### src/rtl/bp_be_redirect_gen_if.sv
// Handshake/bus bundle between the backend redirect generator and its
// environment: branch resolution, dispatch, trap redirect, frontend command.
interface bp_be_redirect_gen_if #(
    parameter int vaddr_width_p = 39,
    parameter int cnt_width_p   = 16
);
    logic                     br_v_i;
    logic                     br_branch_i;
    logic                     br_btaken_i;
    logic [vaddr_width_p-1:0] br_npc_i;
    logic                     dispatch_v_i;
    logic [vaddr_width_p-1:0] dispatch_pc_i;
    logic                     ext_redirect_v_i;
    logic [vaddr_width_p-1:0] ext_npc_i;
    logic                     poison_o;
    logic                     cmd_v_o;
    logic                     cmd_ready_i;
    logic [vaddr_width_p-1:0] cmd_npc_o;
    logic                     cmd_branch_o;
    logic                     cmd_taken_o;
    logic                     busy_o;
    logic [cnt_width_p-1:0]   mispredict_cnt_o;

    // Environment side: drives resolutions, dispatches, redirects, ready.
    modport master (
        output br_v_i, br_branch_i, br_btaken_i, br_npc_i,
        output dispatch_v_i, dispatch_pc_i, ext_redirect_v_i, ext_npc_i,
        output cmd_ready_i,
        input  poison_o, cmd_v_o, cmd_npc_o, cmd_branch_o, cmd_taken_o,
        input  busy_o, mispredict_cnt_o
    );

    // Redirect generator side.
    modport slave (
        input  br_v_i, br_branch_i, br_btaken_i, br_npc_i,
        input  dispatch_v_i, dispatch_pc_i, ext_redirect_v_i, ext_npc_i,
        input  cmd_ready_i,
        output poison_o, cmd_v_o, cmd_npc_o, cmd_branch_o, cmd_taken_o,
        output busy_o, mispredict_cnt_o
    );
endinterface

### src/rtl/bp_be_redirect_gen.sv
// Backend redirect generator: tracks the expected next PC, poisons
// wrong-path dispatches and issues redirect commands to the frontend.
// Trap/CSR redirects override branch state; one newer trap redirect may be
// parked while a command is still waiting for the frontend to accept it.
module bp_be_redirect_gen #(
    parameter int                     vaddr_width_p = 39,
    parameter logic [vaddr_width_p-1:0] boot_pc_p   = 39'h0080000000,
    parameter int                     cnt_width_p   = 16
) (
    input logic                clk_i,
    input logic                reset_i,
    bp_be_redirect_gen_if.slave bus
);
    typedef enum logic [1:0] {RUN, SEND, WAIT} state_e;

    state_e                   state_r, state_n;
    logic [vaddr_width_p-1:0] npc_r, npc_n;
    logic                     br_branch_r, br_branch_n;
    logic                     br_taken_r, br_taken_n;
    logic                     pending_v_r, pending_v_n;
    logic [vaddr_width_p-1:0] pending_npc_r, pending_npc_n;
    logic [cnt_width_p-1:0]   cnt_r, cnt_n;
    logic [vaddr_width_p-1:0] expected;
    logic                     poison, cmd_v;

    // State register; reset drops everything back to the boot context at once.
    always_ff @(posedge clk_i or posedge reset_i) begin
        if (reset_i) begin
            state_r       <= RUN;
            npc_r         <= boot_pc_p;
            br_branch_r   <= 1'b0;
            br_taken_r    <= 1'b0;
            pending_v_r   <= 1'b0;
            pending_npc_r <= '0;
            cnt_r         <= '0;
        end else begin
            state_r       <= state_n;
            npc_r         <= npc_n;
            br_branch_r   <= br_branch_n;
            br_taken_r    <= br_taken_n;
            pending_v_r   <= pending_v_n;
            pending_npc_r <= pending_npc_n;
            cnt_r         <= cnt_n;
        end
    end

    // Next-state, poison and command-valid decode.
    always_comb begin
        state_n       = state_r;
        npc_n         = npc_r;
        br_branch_n   = br_branch_r;
        br_taken_n    = br_taken_r;
        pending_v_n   = pending_v_r;
        pending_npc_n = pending_npc_r;
        cnt_n         = cnt_r;
        poison        = 1'b0;
        cmd_v         = 1'b0;
        // A resolution in the same cycle as the dispatch it predicts is bypassed.
        expected      = (bus.br_v_i && state_r == RUN) ? bus.br_npc_i : npc_r;

        case (state_r)
            RUN: begin
                if (bus.ext_redirect_v_i) begin
                    npc_n       = bus.ext_npc_i;
                    br_branch_n = 1'b0;
                    br_taken_n  = 1'b0;
                    poison      = bus.dispatch_v_i;
                    state_n     = SEND;
                end else begin
                    if (bus.br_v_i) begin
                        npc_n       = bus.br_npc_i;
                        br_branch_n = bus.br_branch_i;
                        br_taken_n  = bus.br_btaken_i;
                    end
                    if (bus.dispatch_v_i && bus.dispatch_pc_i != expected) begin
                        poison  = 1'b1;
                        npc_n   = expected;
                        state_n = SEND;
                        if (cnt_r != {cnt_width_p{1'b1}})
                            cnt_n = cnt_r + 1'b1;
                    end
                end
            end
            SEND: begin
                cmd_v  = 1'b1;
                poison = bus.dispatch_v_i;
                if (bus.cmd_ready_i) begin
                    // Command accepted: a trap redirect arriving now, or one
                    // parked earlier, becomes the next command immediately.
                    if (bus.ext_redirect_v_i) begin
                        npc_n       = bus.ext_npc_i;
                        br_branch_n = 1'b0;
                        br_taken_n  = 1'b0;
                        pending_v_n = 1'b0;
                    end else if (pending_v_r) begin
                        npc_n       = pending_npc_r;
                        br_branch_n = 1'b0;
                        br_taken_n  = 1'b0;
                        pending_v_n = 1'b0;
                    end else begin
                        state_n = WAIT;
                    end
                end else if (bus.ext_redirect_v_i) begin
                    // Payload must hold until accepted; park the newer target.
                    pending_v_n   = 1'b1;
                    pending_npc_n = bus.ext_npc_i;
                end
            end
            WAIT: begin
                if (bus.ext_redirect_v_i) begin
                    npc_n       = bus.ext_npc_i;
                    br_branch_n = 1'b0;
                    br_taken_n  = 1'b0;
                    poison      = bus.dispatch_v_i;
                    state_n     = SEND;
                end else if (bus.dispatch_v_i) begin
                    if (bus.dispatch_pc_i == npc_r) state_n = RUN;
                    else                            poison  = 1'b1;
                end
            end
            default: state_n = RUN;
        endcase
    end

    assign bus.poison_o         = poison;
    assign bus.cmd_v_o          = cmd_v;
    assign bus.cmd_npc_o        = npc_r;
    assign bus.cmd_branch_o     = br_branch_r;
    assign bus.cmd_taken_o      = br_taken_r;
    assign bus.busy_o           = (state_r != RUN);
    assign bus.mispredict_cnt_o = cnt_r;
endmodule

### src/flat_wrapper.sv
// flat-port wrapper written by rule: the top's interface ports become plain ports
module bp_be_redirect_gen_flat 
#(
    parameter int                     vaddr_width_p = 39,
    parameter logic [vaddr_width_p-1:0] boot_pc_p   = 39'h0080000000,
    parameter int                     cnt_width_p   = 16
)
  (clk_i, reset_i, bus_br_v_i, bus_br_branch_i, bus_br_btaken_i, bus_br_npc_i, bus_dispatch_v_i, bus_dispatch_pc_i, bus_ext_redirect_v_i, bus_ext_npc_i, bus_cmd_ready_i, bus_poison_o, bus_cmd_v_o, bus_cmd_npc_o, bus_cmd_branch_o, bus_cmd_taken_o, bus_busy_o, bus_mispredict_cnt_o);
  bp_be_redirect_gen_if #(.vaddr_width_p(vaddr_width_p), .cnt_width_p(cnt_width_p)) bus_i ();
  input logic clk_i;
  input logic reset_i;
  input wire logic [$bits(bus_i.br_v_i)-1:0] bus_br_v_i;
  input wire logic [$bits(bus_i.br_branch_i)-1:0] bus_br_branch_i;
  input wire logic [$bits(bus_i.br_btaken_i)-1:0] bus_br_btaken_i;
  input wire logic [$bits(bus_i.br_npc_i)-1:0] bus_br_npc_i;
  input wire logic [$bits(bus_i.dispatch_v_i)-1:0] bus_dispatch_v_i;
  input wire logic [$bits(bus_i.dispatch_pc_i)-1:0] bus_dispatch_pc_i;
  input wire logic [$bits(bus_i.ext_redirect_v_i)-1:0] bus_ext_redirect_v_i;
  input wire logic [$bits(bus_i.ext_npc_i)-1:0] bus_ext_npc_i;
  input wire logic [$bits(bus_i.cmd_ready_i)-1:0] bus_cmd_ready_i;
  output wire logic [$bits(bus_i.poison_o)-1:0] bus_poison_o;
  output wire logic [$bits(bus_i.cmd_v_o)-1:0] bus_cmd_v_o;
  output wire logic [$bits(bus_i.cmd_npc_o)-1:0] bus_cmd_npc_o;
  output wire logic [$bits(bus_i.cmd_branch_o)-1:0] bus_cmd_branch_o;
  output wire logic [$bits(bus_i.cmd_taken_o)-1:0] bus_cmd_taken_o;
  output wire logic [$bits(bus_i.busy_o)-1:0] bus_busy_o;
  output wire logic [$bits(bus_i.mispredict_cnt_o)-1:0] bus_mispredict_cnt_o;
  assign bus_i.br_v_i = bus_br_v_i;
  assign bus_i.br_branch_i = bus_br_branch_i;
  assign bus_i.br_btaken_i = bus_br_btaken_i;
  assign bus_i.br_npc_i = bus_br_npc_i;
  assign bus_i.dispatch_v_i = bus_dispatch_v_i;
  assign bus_i.dispatch_pc_i = bus_dispatch_pc_i;
  assign bus_i.ext_redirect_v_i = bus_ext_redirect_v_i;
  assign bus_i.ext_npc_i = bus_ext_npc_i;
  assign bus_i.cmd_ready_i = bus_cmd_ready_i;
  assign bus_poison_o = bus_i.poison_o;
  assign bus_cmd_v_o = bus_i.cmd_v_o;
  assign bus_cmd_npc_o = bus_i.cmd_npc_o;
  assign bus_cmd_branch_o = bus_i.cmd_branch_o;
  assign bus_cmd_taken_o = bus_i.cmd_taken_o;
  assign bus_busy_o = bus_i.busy_o;
  assign bus_mispredict_cnt_o = bus_i.mispredict_cnt_o;
  bp_be_redirect_gen #(.vaddr_width_p(vaddr_width_p), .boot_pc_p(boot_pc_p), .cnt_width_p(cnt_width_p)) u_core (.clk_i(clk_i), .reset_i(reset_i), .bus(bus_i));
endmodule
### config.mk
export PLATFORM = sky130hd
export DESIGN_NAME = bp_be_redirect_gen_flat
export DESIGN_NICKNAME = d
export VERILOG_FILES = /design/src/rtl/bp_be_redirect_gen_if.sv /design/src/rtl/bp_be_redirect_gen.sv /design/src/flat_wrapper.sv
export SDC_FILE = /design/constraint.sdc
export NUM_CORES = 1
export LEC_CHECK = 0
export ABC_AREA = 1
export ABC_CLOCK_PERIOD_IN_PS = 5700
export BUFFER_PORTS_ARGS = -buffer_cell sky130_fd_sc_hd__buf_2
export CELL_PAD_IN_SITES_DETAIL_PLACEMENT = 1
export CELL_PAD_IN_SITES_GLOBAL_PLACEMENT = 1
export CORE_MARGIN = 1
export CORE_UTILIZATION = 41
export CTS_CLUSTER_DIAMETER = 80
export DETAILED_ROUTE_END_ITERATION = 6
export PLACE_DENSITY = 0.93
export SLEW_MARGIN = 40
export SYNTH_ARGS = -nofsm -noshare
export SYNTH_HDL_FRONTEND = slang
export SYNTH_SLANG_ARGS = --single-unit
### constraint.sdc
create_clock -name clk_i -period 5.7 [get_ports clk_i]
set_clock_uncertainty 0.05 [all_clocks]
set_input_delay 0.855 -clock clk_i [delete_from_list [all_inputs] [get_ports clk_i]]
set_output_delay 0.855 -clock clk_i [all_outputs]
set_load 0.005 [all_outputs]
# --- After elaboration in Yosys (flattened, before gate mapping) ---
# Cells that the tools add are included.
word_totals:
  input_bits: 125
  out_inout_bits: 60
  elab_cells: 74
  register_bits: 99
classes:
  mux: 37
  bitwise_logic: 2
  n_eq_ne: 15
  n_reduce_logical: 12
  addsub: 1
ops:
  columns: ["op", "count"]
  rows:
  - ["39-bit two-way mux", 8]
  - ["39-bit case mux with 3 select lines", 1]
  - ["39-bit == test", 1]
  - ["39-bit inequality test", 1]
  - ["16-bit by 1-bit adder with 16-bit output, second input constant", 1]
  - ["1-bit two-way mux", 16]
  - ["2-bit two-way mux", 8]
  - ["16-bit inequality test, second input constant", 1]
  - ["5-bit AND reduction", 2]
  - ["3-bit inequality test, second input constant", 3]
  - ["1-bit case mux with 3 select lines", 3]
  - ["2-bit inequality test, second input constant", 4]
  - ["3-bit by 2-bit inequality test with 1-bit output, second input constant", 2]
  - ["2-bit case mux with 3 select lines", 1]
  - ["6-bit AND reduction", 1]
  - ["4-bit inequality test, second input constant", 1]
  - ["4-bit AND reduction", 1]
  - ["2-bit nonzero test", 2]
  - ["3-bit AND reduction", 1]
  - ["3-bit nonzero test", 1]
  - ["2-bit by 1-bit == test with 1-bit output, second input constant", 1]
  - ["2-bit == test, second input constant", 1]
  - ["1-bit logical AND", 2]
  - ["2-bit zero test", 1]
  - ["2 further kinds", 3]

# --- Depth between registers and ports, before layout ---
# Gate-level depths: netlist of the first run.
depth:
  word_depth: 8
  depth_mapped: 21

# --- Worst setup path before layout of the first run ---
# OpenSTA, ideal clock, no wires.
synth_path:
  kind: "in2out"
  start: "input bus_br_v_i"
  end: "output bus_poison_o"
  cell_stages: 13
  path_buffers: 3
  path_slack_ns: 2.481
  arrival_time_ns: 2.314
  cell_sequence: "buf_2 > clkbuf_1 > nand3_1 > nand3_1 > nand2_1 > nand2_1 > nor2_1 > nand2_1 > nor2_1 > nand3_2 > clkbuf_1 > o21ai_0 > a31oi_1"
synth_between:
  elab_chain_len: 7
synth_lines:
  columns: ["element", "line", "text"]
  rows:
  - ["from (decl)", "flat_wrapper.sv:12", "input wire logic [$bits(bus_i.br_v_i)-1:0] bus_br_v_i;"]
  - ["1-bit logical AND", "bp_be_redirect_gen.sv:59", "expected = (bus.br_v_i && state_r == RUN) ? bus.br_npc_i : npc_r;"]
  - ["39-bit two-way mux", "bp_be_redirect_gen.sv:59", null]
  - ["39-bit inequality test", "bp_be_redirect_gen.sv:75", "if (bus.dispatch_v_i && bus.dispatch_pc_i != expected) begin"]
  - ["1-bit logical AND", "bp_be_redirect_gen.sv:75", null]
  - ["1-bit two-way mux", "bp_be_redirect_gen.sv:75", null]
  - ["1-bit two-way mux", "bp_be_redirect_gen.sv:63", "if (bus.ext_redirect_v_i) begin"]
  - ["1-bit case mux with 3 select lines", "bp_be_redirect_gen.sv:61", "case (state_r)"]
  - ["to (decl)", "flat_wrapper.sv:21", "output wire logic [$bits(bus_i.poison_o)-1:0] bus_poison_o;"]
# Every way passes these cells.

# --- Worst setup path in the final report of the first run ---
layout_path:
  start: "register u_core.state_r[0]"
  end: "output bus_poison_o"
layout_between:
  elab_chain_len: 8
  elab_cells_between_ends: 10
  cone_classes: "eq/ne: 3; mux: 4; reduce/logical: 3"
layout_lines:
  columns: ["element", "line", "text"]
  rows:
  - ["from (decl)", "bp_be_redirect_gen.sv:16", "state_e state_r, state_n;"]
  - ["from (signal assigned)", "bp_be_redirect_gen.sv:37", "state_r <= state_n;"]
  - ["2-bit zero test", "bp_be_redirect_gen.sv:59, bp_be_redirect_gen.sv:61", null]
  - ["1-bit logical AND", "bp_be_redirect_gen.sv:59", null]
  - ["39-bit two-way mux", "bp_be_redirect_gen.sv:59", null]
  - ["39-bit inequality test", "bp_be_redirect_gen.sv:75", null]
  - ["1-bit logical AND", "bp_be_redirect_gen.sv:75", null]
  - ["1-bit two-way mux", "bp_be_redirect_gen.sv:75", null]
  - ["1-bit two-way mux", "bp_be_redirect_gen.sv:63", null]
  - ["1-bit case mux with 3 select lines *", "bp_be_redirect_gen.sv:61", null]
# Mark *: on every way between the ends. The rest lies on a longest branch, timed or not.

==> results of run 1 <==
[routing by layer]
metal / share of wire (%) / vias to the layer above / track usage, %
met3: 7.4 / 70 / 5.47
li1: - / 4518 / -
met2: 45 / 435 / 50.8
met1: 44 / 4653 / 44.2
met5: 0 / - / 0
met4: 3.5 / 0 / 14.1
[area by class of cell]
| type | count | area (sq um) | share of cell area (%) |
|---|---|---|---|
| Inverter | 187 | 707 | 7.42 |
| Antenna cell | 1 | 2.50 | 0.0263 |
| Timing Repair Buffer | 196 | 1050 | 11.0 |
| Clock buffer | 10 | 229 | 2.40 |
| Tap cell | 265 | 332 | 3.48 |
| Sequential cell | 99 | 2480 | 26.0 |
| Clock inverter | 6 | 71.3 | 0.748 |
| Multi-Input combinational cell | 1002 | 4660 | 48.9 |
[worst min-delay path by stage]
stage	startpoint	endpoint	slack (ns)	cells after the start
after CTS	u_core.pending_npc_r[25]$_DFFE_PP0P_	u_core.pending_npc_r[25]$_DFFE_PP0P_	0.44	2
after detailed placement	u_core.pending_npc_r[25]$_DFFE_PP0P_	u_core.pending_npc_r[25]$_DFFE_PP0P_	0.42	2
after global placement	u_core.pending_npc_r[25]$_DFFE_PP0P_	u_core.pending_npc_r[25]$_DFFE_PP0P_	0.42	2
final	u_core.pending_npc_r[29]$_DFFE_PP0P_	u_core.pending_npc_r[29]$_DFFE_PP0P_	0.44	2
after global routing	u_core.pending_npc_r[20]$_DFFE_PP0P_	u_core.pending_npc_r[20]$_DFFE_PP0P_	0.47	2
after floorplan	u_core.pending_npc_r[0]$_DFFE_PP0P_	u_core.pending_npc_r[0]$_DFFE_PP0P_	0.40	2
[flip-flops by register name, indices dropped and copies added, names as in the netlist]
name	cells
u_core.bus.cmd_npc_o	39
u_core.pending_v_r	1
u_core.bus.cmd_branch_o	1
u_core.bus.mispredict_cnt_o	16
u_core.state_r	2
u_core.bus.cmd_taken_o	1
u_core.pending_npc_r	39
[cells in the mapped netlist, types with 2 or more instances]
master | n | area share [%]
buf_1 | 8 | 0.37
nand3_1 | 161 | 9.9
buf_4 | 8 | 0.74
inv_2 | 3 | 0.14
buf_2 | 18 | 1.1
o21ai_0 | 132 | 8.1
xor2_1 | 27 | 2.9
o21ai_1 | 8 | 0.49
inv_1 | 184 | 8.5
nand3b_1 | 26 | 2.4
nand2_4 | 2 | 0.28
xnor2_1 | 21 | 2.3
clkbuf_1 | 35 | 1.6
nand4_1 | 9 | 0.69
nand2_2 | 2 | 0.15
a21oi_1 | 17 | 1.0
nor2_1 | 38 | 1.8
nor4_1 | 3 | 0.23
dfrtp_1 | 98 | 30
nand2_1 | 533 | 25
nor3_1 | 13 | 0.80
ha_1 | 5 | 0.77
[through the flow]
step	area, sq um	worst slack [ns]	total power [mW]	cells	hold slack [ns]
floorplan	8140	2.21	3.06	1358	0.403
global placement	9160	1.64	3.82	1746	0.416
detailed placement	9220	1.44	4.00	1749	0.423
CTS	9520	1.36	4.71	1765	0.441
global route	9530	1.13	5.11	1766	0.468
finish	9530	1.28	4.75	1766	0.436
[power breakdown]
group | total (mW) | internal, mW | leakage, nW | switching, mW
combinational | 2.73 | 0.891 | 3.85 | 1.84
sequential | 1.36 | 1.03 | 1.25 | 0.328
clock | 0.659 | 0.346 | 0.145 | 0.313
[cell families after synthesis]
kind of cell               Yosys count  synth area share, %
AOI/OAI and AO/OA                  161                 10.1
buffers and inverters              257                 12.6
xor gates and xnor gates            48                 5.17
DFF                                 99                 30.5
adders and majority gates            5                0.769
and+or+nand+nor                    788                 40.9
[cell usage in the layout, fill, tap and decap left out, drive strengths merged]
cell type and count:
a2111oi 1, o22ai 1, nand4 9, xor2 27, clkbuf 10, nor4 3
o211ai 1, nand3 162, clkinvlp 1, nand3b 26, bufinv 1, diode 1
inv 189, o21ai 140, clkinv 2, buf 196, nor3 13, dfrtp 98
dfstp 1, a21oi 17, nor2 38, ha 5, xnor2 21, nand2 537
a31oi 1
[critical path, stage by stage, from the launching register on]
cell and delay (ns):
dfrtp_1 0.42, inv_1 0.08, ha_2 0.24, nand2_4 0.27, buf_4 0.49, nand2_1 0.15
nand2_1 0.13, nand2_1 0.05, nand2_1 0.05, nand2_1 0.05, nor2_1 0.14, nand2_1 0.08
nor2_1 0.15, nand3_2 0.25, o21ai_0 0.27, a31oi_1 0.13, buf_2 0.16
==> reports/results.ini, run 1 <==
[run_status]
status=finished, final reports clean

[logic_synthesis]
synth.yosys.seq_area_share_pct=30.5
synthFlopType=dfrtp_1
async_flop_share_pct=100
synth_area_sq_um=8140
yosysWarnings=0
synth_edf_count=0
ys_seq_elements=99
yosysUniqueCellTypes=29
synthesis.nets=1488
avgSynthCellArea_sq_um=5.99
synthCells=1358

[power_and_ir_drop]
p_per_area_nw_per_um2=498
leakagePower_nw=5.25
ir_drop_mv=0.241

[sta]
report.final.hold_viol_count=0
drv_slew=0
min_period_ns=4.42
rsz0062_at_grt=no
max_freq_mhz=226
period_share_pct=77.6
setup_tns_ns=0
finalSetupViolCount=0
tightest_slew_ns=0.822
relSlewSlack_pct=45.2

[finish]
final_util_pct=49.0
fin_nets=1625
layout-drive-gt1-share_pct=15.1
synthToLayoutAreaGrowth_pct=17.1
fillCellCount=2752

[place]
gp_congestion=0.926
io_buffers=184
hpwl_mm=23.3

[die]
die_y_um=143
rows=51
die_x_um=143
start_util_pct=41.8
io_pins=185
die-area_sq_um=20400
core_area_sq_um=19500

[global_routing]
globalRoute.totalOverflow=0
antenna_found_initial=1
track_usage_pct=32.5
grt_max_degree=79
grt_pass1_vias=9342
grt_pass1_wl_mm=50.7

[route]
via_count=9676
viasPerCell=5.48
avgRoutedWirePerCell_um=18.4
drc=0
firstDrtPassIters=5
final_antenna_net_count=0
drt_iter0_drc=815
wirelength_mm=32.5

[min_path]
hold_class=register to register

[setup_path]
ff2ff_setup_slack_ns=1.58
cp.arrival_ns=3.52
reg2reg_from=u_core.state_r[0]$_DFFE_PP0P_
worst-r2r-cell-count=19
cp-end-kind=output port
required_ns=4.80
cp_max_fo=46
crit_path_start=u_core.state_r[0]$_DFFE_PP0P_
startpoint_type=register
crit_type=register to output port
endpoint=bus_poison_o
r2r-end=u_core.bus.cmd_npc_o[30]$_DFFE_PP0P_

[clock_network]
postCtsSetupRepairBufs=0
cts_root_buffer=clkbuf_16
hold_buffers=0
postCtsResizedCells=0
cts.path.max_buffers=2
numClockSinks=99
clk_latency_ns=0.37
htreeDepth=3
cts_buffers=9
cts.clk_slew.worst_paths_ns=0.07
cts_tree=yes

[flow_run]
timing.max_cap.violations=0

Note: power is estimated with default switching activity, not from simulation.
==> run 2: changes to the inputs <==
--- a/config.mk
+++ b/config.mk
@@ -6,15 +6,15 @@
 export NUM_CORES = 1
 export LEC_CHECK = 0
 export ABC_AREA = 1
-export ABC_CLOCK_PERIOD_IN_PS = 5700
+export ABC_CLOCK_PERIOD_IN_PS = 4500
 export BUFFER_PORTS_ARGS = -buffer_cell sky130_fd_sc_hd__buf_2
 export CELL_PAD_IN_SITES_DETAIL_PLACEMENT = 1
 export CELL_PAD_IN_SITES_GLOBAL_PLACEMENT = 1
 export CORE_MARGIN = 1
-export CORE_UTILIZATION = 41
+export CORE_UTILIZATION = 38
 export CTS_CLUSTER_DIAMETER = 80
 export DETAILED_ROUTE_END_ITERATION = 6
-export PLACE_DENSITY = 0.93
+export PLACE_DENSITY = 0.87
 export SLEW_MARGIN = 40
 export SYNTH_ARGS = -nofsm -noshare
 export SYNTH_HDL_FRONTEND = slang
==> constraint.sdc (replaced) <==
create_clock -name clk_i -period 4.5 [get_ports clk_i]
set_clock_uncertainty 0.05 [all_clocks]
set_input_delay 0.675 -clock clk_i [delete_from_list [all_inputs] [get_ports clk_i]]
set_output_delay 0.675 -clock clk_i [all_outputs]
set_load 0.005 [all_outputs]
==> run 2 against run 1 <==
- hold slack worse by 0.19 ns
- first-iteration DRC count is 19% lower
- utilization fell by 3.4 points
- register-to-register slack got worse by 1.0 ns
- critical path depth is 2 lower
- sequential share of layout area decreased by 0.12 points
- highest routed layer unchanged
==> reports/results.ini, run 2 (synthesis gave the netlist of run 1 again) <==
[sta]
period_share_pct=91.8
rsz0062_at_grt=no
drv_slew=0
min_period_ns=4.13
max_freq_mhz=242
finalSetupViolCount=0
relSlewSlack_pct=50.6
report.final.hold_viol_count=0
setup_tns_ns=0
tightest_slew_ns=0.741

[finish]
synthToLayoutAreaGrowth_pct=17.7
final_cell_mix=nand2_1 (532), buf_2 (184), inv_1 (183)
fin_nets=1629
finalNonFillerCells=1781
fillCellCount=2971
layout-drive-gt1-share_pct=15.4
final_common_cell=nand2_1

[power_and_ir_drop]
p_per_area_nw_per_um2=632
leakagePower_nw=5.27
ir_drop_mv=0.297

[setup_path]
cp-end-kind=output port
path_buf_inv=3
cp_top_family=simple AND/OR/NAND/NOR gates
required_ns=3.77
startpoint_type=register
crit_type=register to output port
cp.arrival_ns=3.41
cp_max_fo=39
cp_common_cell=nand2_1
crit_slowest_cell=inv_2
cpPeakStageDelay_ns=0.50
crit_chain=inv_1 > ha_4 > nand2_4 > inv_2 > nand2_1 > nand3b_1 > nand2_1 > nor2_1 > nand2_1 > nor2_1 > nand3_2 > o21ai_0 > a31oi_1 > buf_2

[global_routing]
globalRoute.totalOverflow=0
grt_pass1_wl_mm=51.0
antenna_found_initial=2
grt_max_degree=79
grt_pass1_vias=9453
track_usage_pct=29.9

[route]
firstDrtPassIters=5
wirelength_mm=32.5
final_antenna_net_count=0
drc=0
drt_iter0_drc=660
viasPerCell=5.40
via_count=9609
avgRoutedWirePerCell_um=18.2

[clock_network]
cts_root_buffer=clkbuf_16
cts.path.max_buffers=2
hold_buffers=0
clk_latency_ns=0.36
cts_tree=yes
numClockSinks=99
postCtsResizedCells=0
htreeDepth=3
postCtsSetupRepairBufs=0
cts_buffers=9
cts.clk_slew.worst_paths_ns=0.08

[run_status]
status=finished, final reports clean

[die]
die-area_sq_um=22000
die_x_um=148
die_y_um=148
start_util_pct=38.7
core_area_sq_um=21000
io_pins=185
rows=53

[place]
gp_congestion=0.892
hpwl_mm=23.8
dp_cells=1763
io_buffers=184

[flow_run]
timing.max_cap.violations=0

[min_path]
hold_class=input port to async pin

[run 2: power breakdown]
group / total [mW] / switching [mW] / leakage [nW] / internal (mW)
Combinational: 3.48 / 2.33 / 3.87 / 1.15
Clock: 0.853 / 0.399 / 0.151 / 0.454
Sequential: 1.71 / 0.413 / 1.25 / 1.30
[run 2: layer usage]
layer	vias to the layer above	wire length [um]	global-route usage [%]
met1	4601	14500	41.8
met4	0	1350	15.2
met3	81	2460	3.90
met5	-	0	0
met2	408	14200	45.0
li1	4519	-	-
[run 2: final timing paths]
kind | startpoint | end | slack (ns) | cells past startpoint
setup / recovery | u_core.state_r[0]$_DFFE_PP0P_ | bus_poison_o | 0.37 | 14
max in group asynchronous | reset_i | u_core.pending_npc_r[8]$_DFFE_PP0P_ | 3.28 | 3
min in group clk_i | u_core.pending_npc_r[19]$_DFFE_PP0P_ | u_core.pending_npc_r[19]$_DFFE_PP0P_ | 0.44 | 2
setup reg to reg | u_core.state_r[0]$_DFFE_PP0P_ | u_core.bus.cmd_npc_o[33]$_DFFE_PP0P_ | 0.57 | 17
hold / removal | reset_i | u_core.bus.mispredict_cnt_o[8]$_DFFE_PP0P_ | 0.24 | 2
hold reg to reg | u_core.pending_npc_r[19]$_DFFE_PP0P_ | u_core.pending_npc_r[19]$_DFFE_PP0P_ | 0.44 | 2
[run 2: area by class of cell]
cell class / count / area [sq um] / area share [%]
multi-input combinational: 1002 / 4670 / 48.8
sequential: 99 / 2480 / 25.9
timing repair buffer: 200 / 1060 / 11.1
inverter: 187 / 704 / 7.36
tap: 275 / 344 / 3.59
clock buffer: 10 / 239 / 2.50
clock inverter: 6 / 71.3 / 0.745
antenna: 2 / 5.00 / 0.0523
[run 2: worst register-to-register path: stages (launching register included)]
cell	delay (ns)
dfrtp_1	0.43
inv_1	0.14
ha_4	0.19
nand2_4	0.28
inv_2	0.51
nand2_1	0.12
nand3b_1	0.13
nand2_1	0.08
nor2_1	0.13
nand2_1	0.11
nor2_1	0.16
nand3_2	0.22
nand2_2	0.16
nand2_4	0.08
nand2_2	0.34
inv_2	0.42
nand2_1	0.19
nand2_1	0.07
[run 2: metrics by stage]
| stage | cell area (sq um) | util [%] | hold slack, ns | setup slack (ns) | total power [mW] |
|---|---|---|---|---|---|
| after floorplan | 8140 | - | 0.403 | 1.19 | 3.87 |
| after global placement | 9200 | 43.8 | 0.416 | 0.739 | 4.90 |
| after detailed placement | 9250 | 44.0 | 0.424 | 0.608 | 5.10 |
| after CTS | 9560 | 45.5 | 0.250 | 0.389 | 5.98 |
| after global routing | 9570 | 45.5 | 0.268 | 0.159 | 6.54 |
| final | 9570 | 45.5 | 0.243 | 0.370 | 6.05 |
==> run 3: changes to the inputs <==
--- a/config.mk
+++ b/config.mk
@@ -5,16 +5,16 @@
 export SDC_FILE = /design/constraint.sdc
 export NUM_CORES = 1
 export LEC_CHECK = 0
-export ABC_AREA = 1
+export ABC_AREA = 0
 export ABC_CLOCK_PERIOD_IN_PS = 4500
-export BUFFER_PORTS_ARGS = -buffer_cell sky130_fd_sc_hd__buf_2
 export CELL_PAD_IN_SITES_DETAIL_PLACEMENT = 1
 export CELL_PAD_IN_SITES_GLOBAL_PLACEMENT = 1
 export CORE_MARGIN = 1
-export CORE_UTILIZATION = 38
+export CORE_UTILIZATION = 49
 export CTS_CLUSTER_DIAMETER = 80
 export DETAILED_ROUTE_END_ITERATION = 6
-export PLACE_DENSITY = 0.87
+export DONT_BUFFER_PORTS = 1
+export PLACE_DENSITY = 0.85
 export SLEW_MARGIN = 40
 export SYNTH_ARGS = -nofsm -noshare
 export SYNTH_HDL_FRONTEND = slang
==> run 3 against run 2 <==
- final cell count decreased by 63%
- fmax fell by 2.6%
- cell area fell by 36%
- worst setup slack got worse by 0.11 ns
- sequential share of layout area increased by 15 points
==> reports/results.ini, run 3 <==
[die]
start_util_pct=50.2
die_x_um=110
die-area_sq_um=12100
io_pins=185
rows=39
core_area_sq_um=11400
die_y_um=110

[route]
drt_iter0_drc=438
via_count=4647
met3_length_mm=2.24
avgRoutedWirePerCell_um=29.4
routedLengthMet1_mm=6.97
highest_layer=met4
drc=0
final_antenna_net_count=0
firstDrtPassIters=7
wirelength_mm=19.2
wl_met2_mm=9.39
viasPerCell=7.12

[logic_synthesis]
muxShareOfSynthArea_pct=9.80
synthXorXnorAreaFrac_pct=8.10
synthesis.nets=649
synth_compound_area_share_pct=22.4
yosys.area.top_type=dfrtp_1
synth-adder-area-share_pct=1.09
synth_area_sq_um=5730
synth_top_family_by_area=compound AO/OA/AOI/OAI gates
yosysMostFrequentCell=dfrtp_1
synth_top_area_share_pct=42.8
synthTopCellsByArea=dfrtp_1 (43%), mux2_2 (8.1%), a222oi_1 (7.2%), o2bb2ai_1 (5.5%), xnor2_1 (5.3%)
synthFlopType=dfrtp_1
yosysUniqueCellTypes=59
synthTopCellsByCount=dfrtp_1 (98), a222oi_1 (41), mux2_2 (41)
synth_edf_count=0
ys_seq_elements=99
async_flop_share_pct=100
synthSimpleGateAreaFrac_pct=9.56
avgSynthCellArea_sq_um=11.0
synthCells=519
yosysWarnings=0
synth.yosys.seq_area_share_pct=43.2

[global_routing]
track_usage_pct=31.7
grt_max_degree=56
grt_pass1_vias=4846
globalRoute.totalOverflow=0
antenna_found_initial=0
grt_pass1_wl_mm=28.0

[clock_network]
cts_tree=yes
clk_latency_ns=0.35
htreeDepth=3
hold_buffers=0
cts.clk_slew.worst_paths_ns=0.06
numClockSinks=99
cts.path.max_buffers=2
cts_buffers=9
cts_root_buffer=clkbuf_16
postCtsResizedCells=0
postCtsSetupRepairBufs=0

[sta]
min_period_ns=4.24
setup_tns_ns=0
rsz0062_at_grt=no
tightest_slew_ns=0.695
report.final.hold_viol_count=0
holdWs_ns=0.243
max_freq_mhz=236
relSlewSlack_pct=53.7
finalSetupViolCount=0
period_share_pct=94.2
drv_slew=0
setup_ws_ns=0.260

[finish]
layout-drive-gt1-share_pct=16.1
antenna_cells=0
fin_nets=636
final_area_sq_um=6120
fillCellCount=1220
final_common_cell=dfrtp_1
finalNonFillerCells=653
final_cell_mix=dfrtp_1 (98), a222oi_1 (41), mux2_2 (41)
synthToLayoutAreaGrowth_pct=6.72
final_util_pct=53.6

[setup_path]
path_buf_inv=1
reg2reg_from=u_core.state_r[1]$_DFFE_PP0P_
crit_type=register to output port
cp.arrival_ns=3.51
ff2ff_setup_slack_ns=0.42
endpoint=bus_poison_o
worst-r2r-cell-count=12
cp_top_family=simple AND/OR/NAND/NOR gates
crit_path_start=u_core.state_r[1]$_DFFE_PP0P_
required_ns=3.77
cpPeakStageDelay_ns=0.47
startpoint_type=register
crit_chain=inv_1 > ha_1 > and2_4 > nand2_1 > a32o_1 > nor4_1 > o2111ai_1 > nor4_4 > nor2_1 > o22ai_1 > a21oi_1
r2r-end=u_core.bus.cmd_npc_o[16]$_DFFE_PP0P_
cp_max_fo=18
crit_slowest_cell=nor4_4
cp-end-kind=output port
cp.depth=11

[flow_run]
timing.max_cap.violations=0

[place]
pre_cts_slack_ns=0.523
io_buffers=0
hpwl_mm=14.5
gp_congestion=0.903
place_area_sq_um=5810
dp_cells=638

[power_and_ir_drop]
power_mw=4.44
leakagePower_nw=2.48
p_per_area_nw_per_um2=726
ir_drop_mv=0.351

[run_status]
status=finished, final reports clean

[min_path]
hold_class=input port to async pin

[run 3: cell types whose count changed in the layout (fill, tap and decap cells not counted), sizes merged, moves of 25 or more]
cell     delta
nand2     -517
buf       -192
inv       -151
nand3     -150
o21ai     -132
o2bb2ai    +45
a222oi     +41
mux2       +41
nand3b     -25
[run 3: area by class of cell]
class                           instances  area, sq um  share of cell area, %
Multi-Input combinational cell        350         2930                   47.9
Sequential cell                        99         2480                   40.5
Clock buffer                           13          250                   4.09
Tap cell                              143          179                   2.92
Inverter                               38          145                   2.37
Timing Repair Buffer                    8         72.6                   1.19
Clock inverter                          2         60.1                  0.981
[run 3: logic make-up (layout without fill, tap and decap cells)]
| kind of cell | after synthesis | after routing |
|---|---|---|
| muxes | 51 | 51 |
| AOI/OAI and AO/OA | 144 | 144 |
| xor gates and xnor gates | 53 | 53 |
| DFF | 99 | 99 |
| buffers and inverters | 70 | 61 |
| and+or+nand+nor | 97 | 97 |
| adders and majority gates | 5 | 5 |
[run 3: worst min-delay path by stage]
stage / from / slack, ns / endpoint / cells after the start
5_1_grt: reset_i / 0.30 / u_core.pending_v_r$_DFFE_PP0P_ / 1
3_5_place_dp: u_core.pending_npc_r[14]$_DFFE_PP0P_ / 0.45 / u_core.pending_npc_r[14]$_DFFE_PP0P_ / 1
4_1_cts: reset_i / 0.28 / u_core.pending_npc_r[19]$_DFFE_PP0P_ / 1
3_3_place_gp: u_core.pending_npc_r[25]$_DFFE_PP0P_ / 0.44 / u_core.pending_npc_r[25]$_DFFE_PP0P_ / 1
6_report: reset_i / 0.24 / u_core.pending_v_r$_DFFE_PP0P_ / 1
2_1_floorplan: u_core.bus.cmd_branch_o$_DFFE_PP0P_ / 0.42 / u_core.bus.cmd_branch_o$_DFFE_PP0P_ / 2
[run 3: report_power, final]
group / switching [mW] / total, mW / internal (mW)
Clock: 0.333 / 0.834 / 0.501
Combinational: 1.09 / 1.91 / 0.825
Sequential: 0.417 / 1.70 / 1.28
[run 3: metal layers]
layer	up-vias	global-route usage, %
met5	-	0
met3	49	11.7
met1	2350	36.9
li1	1982	-
met2	266	52.1
met4	0	14.4
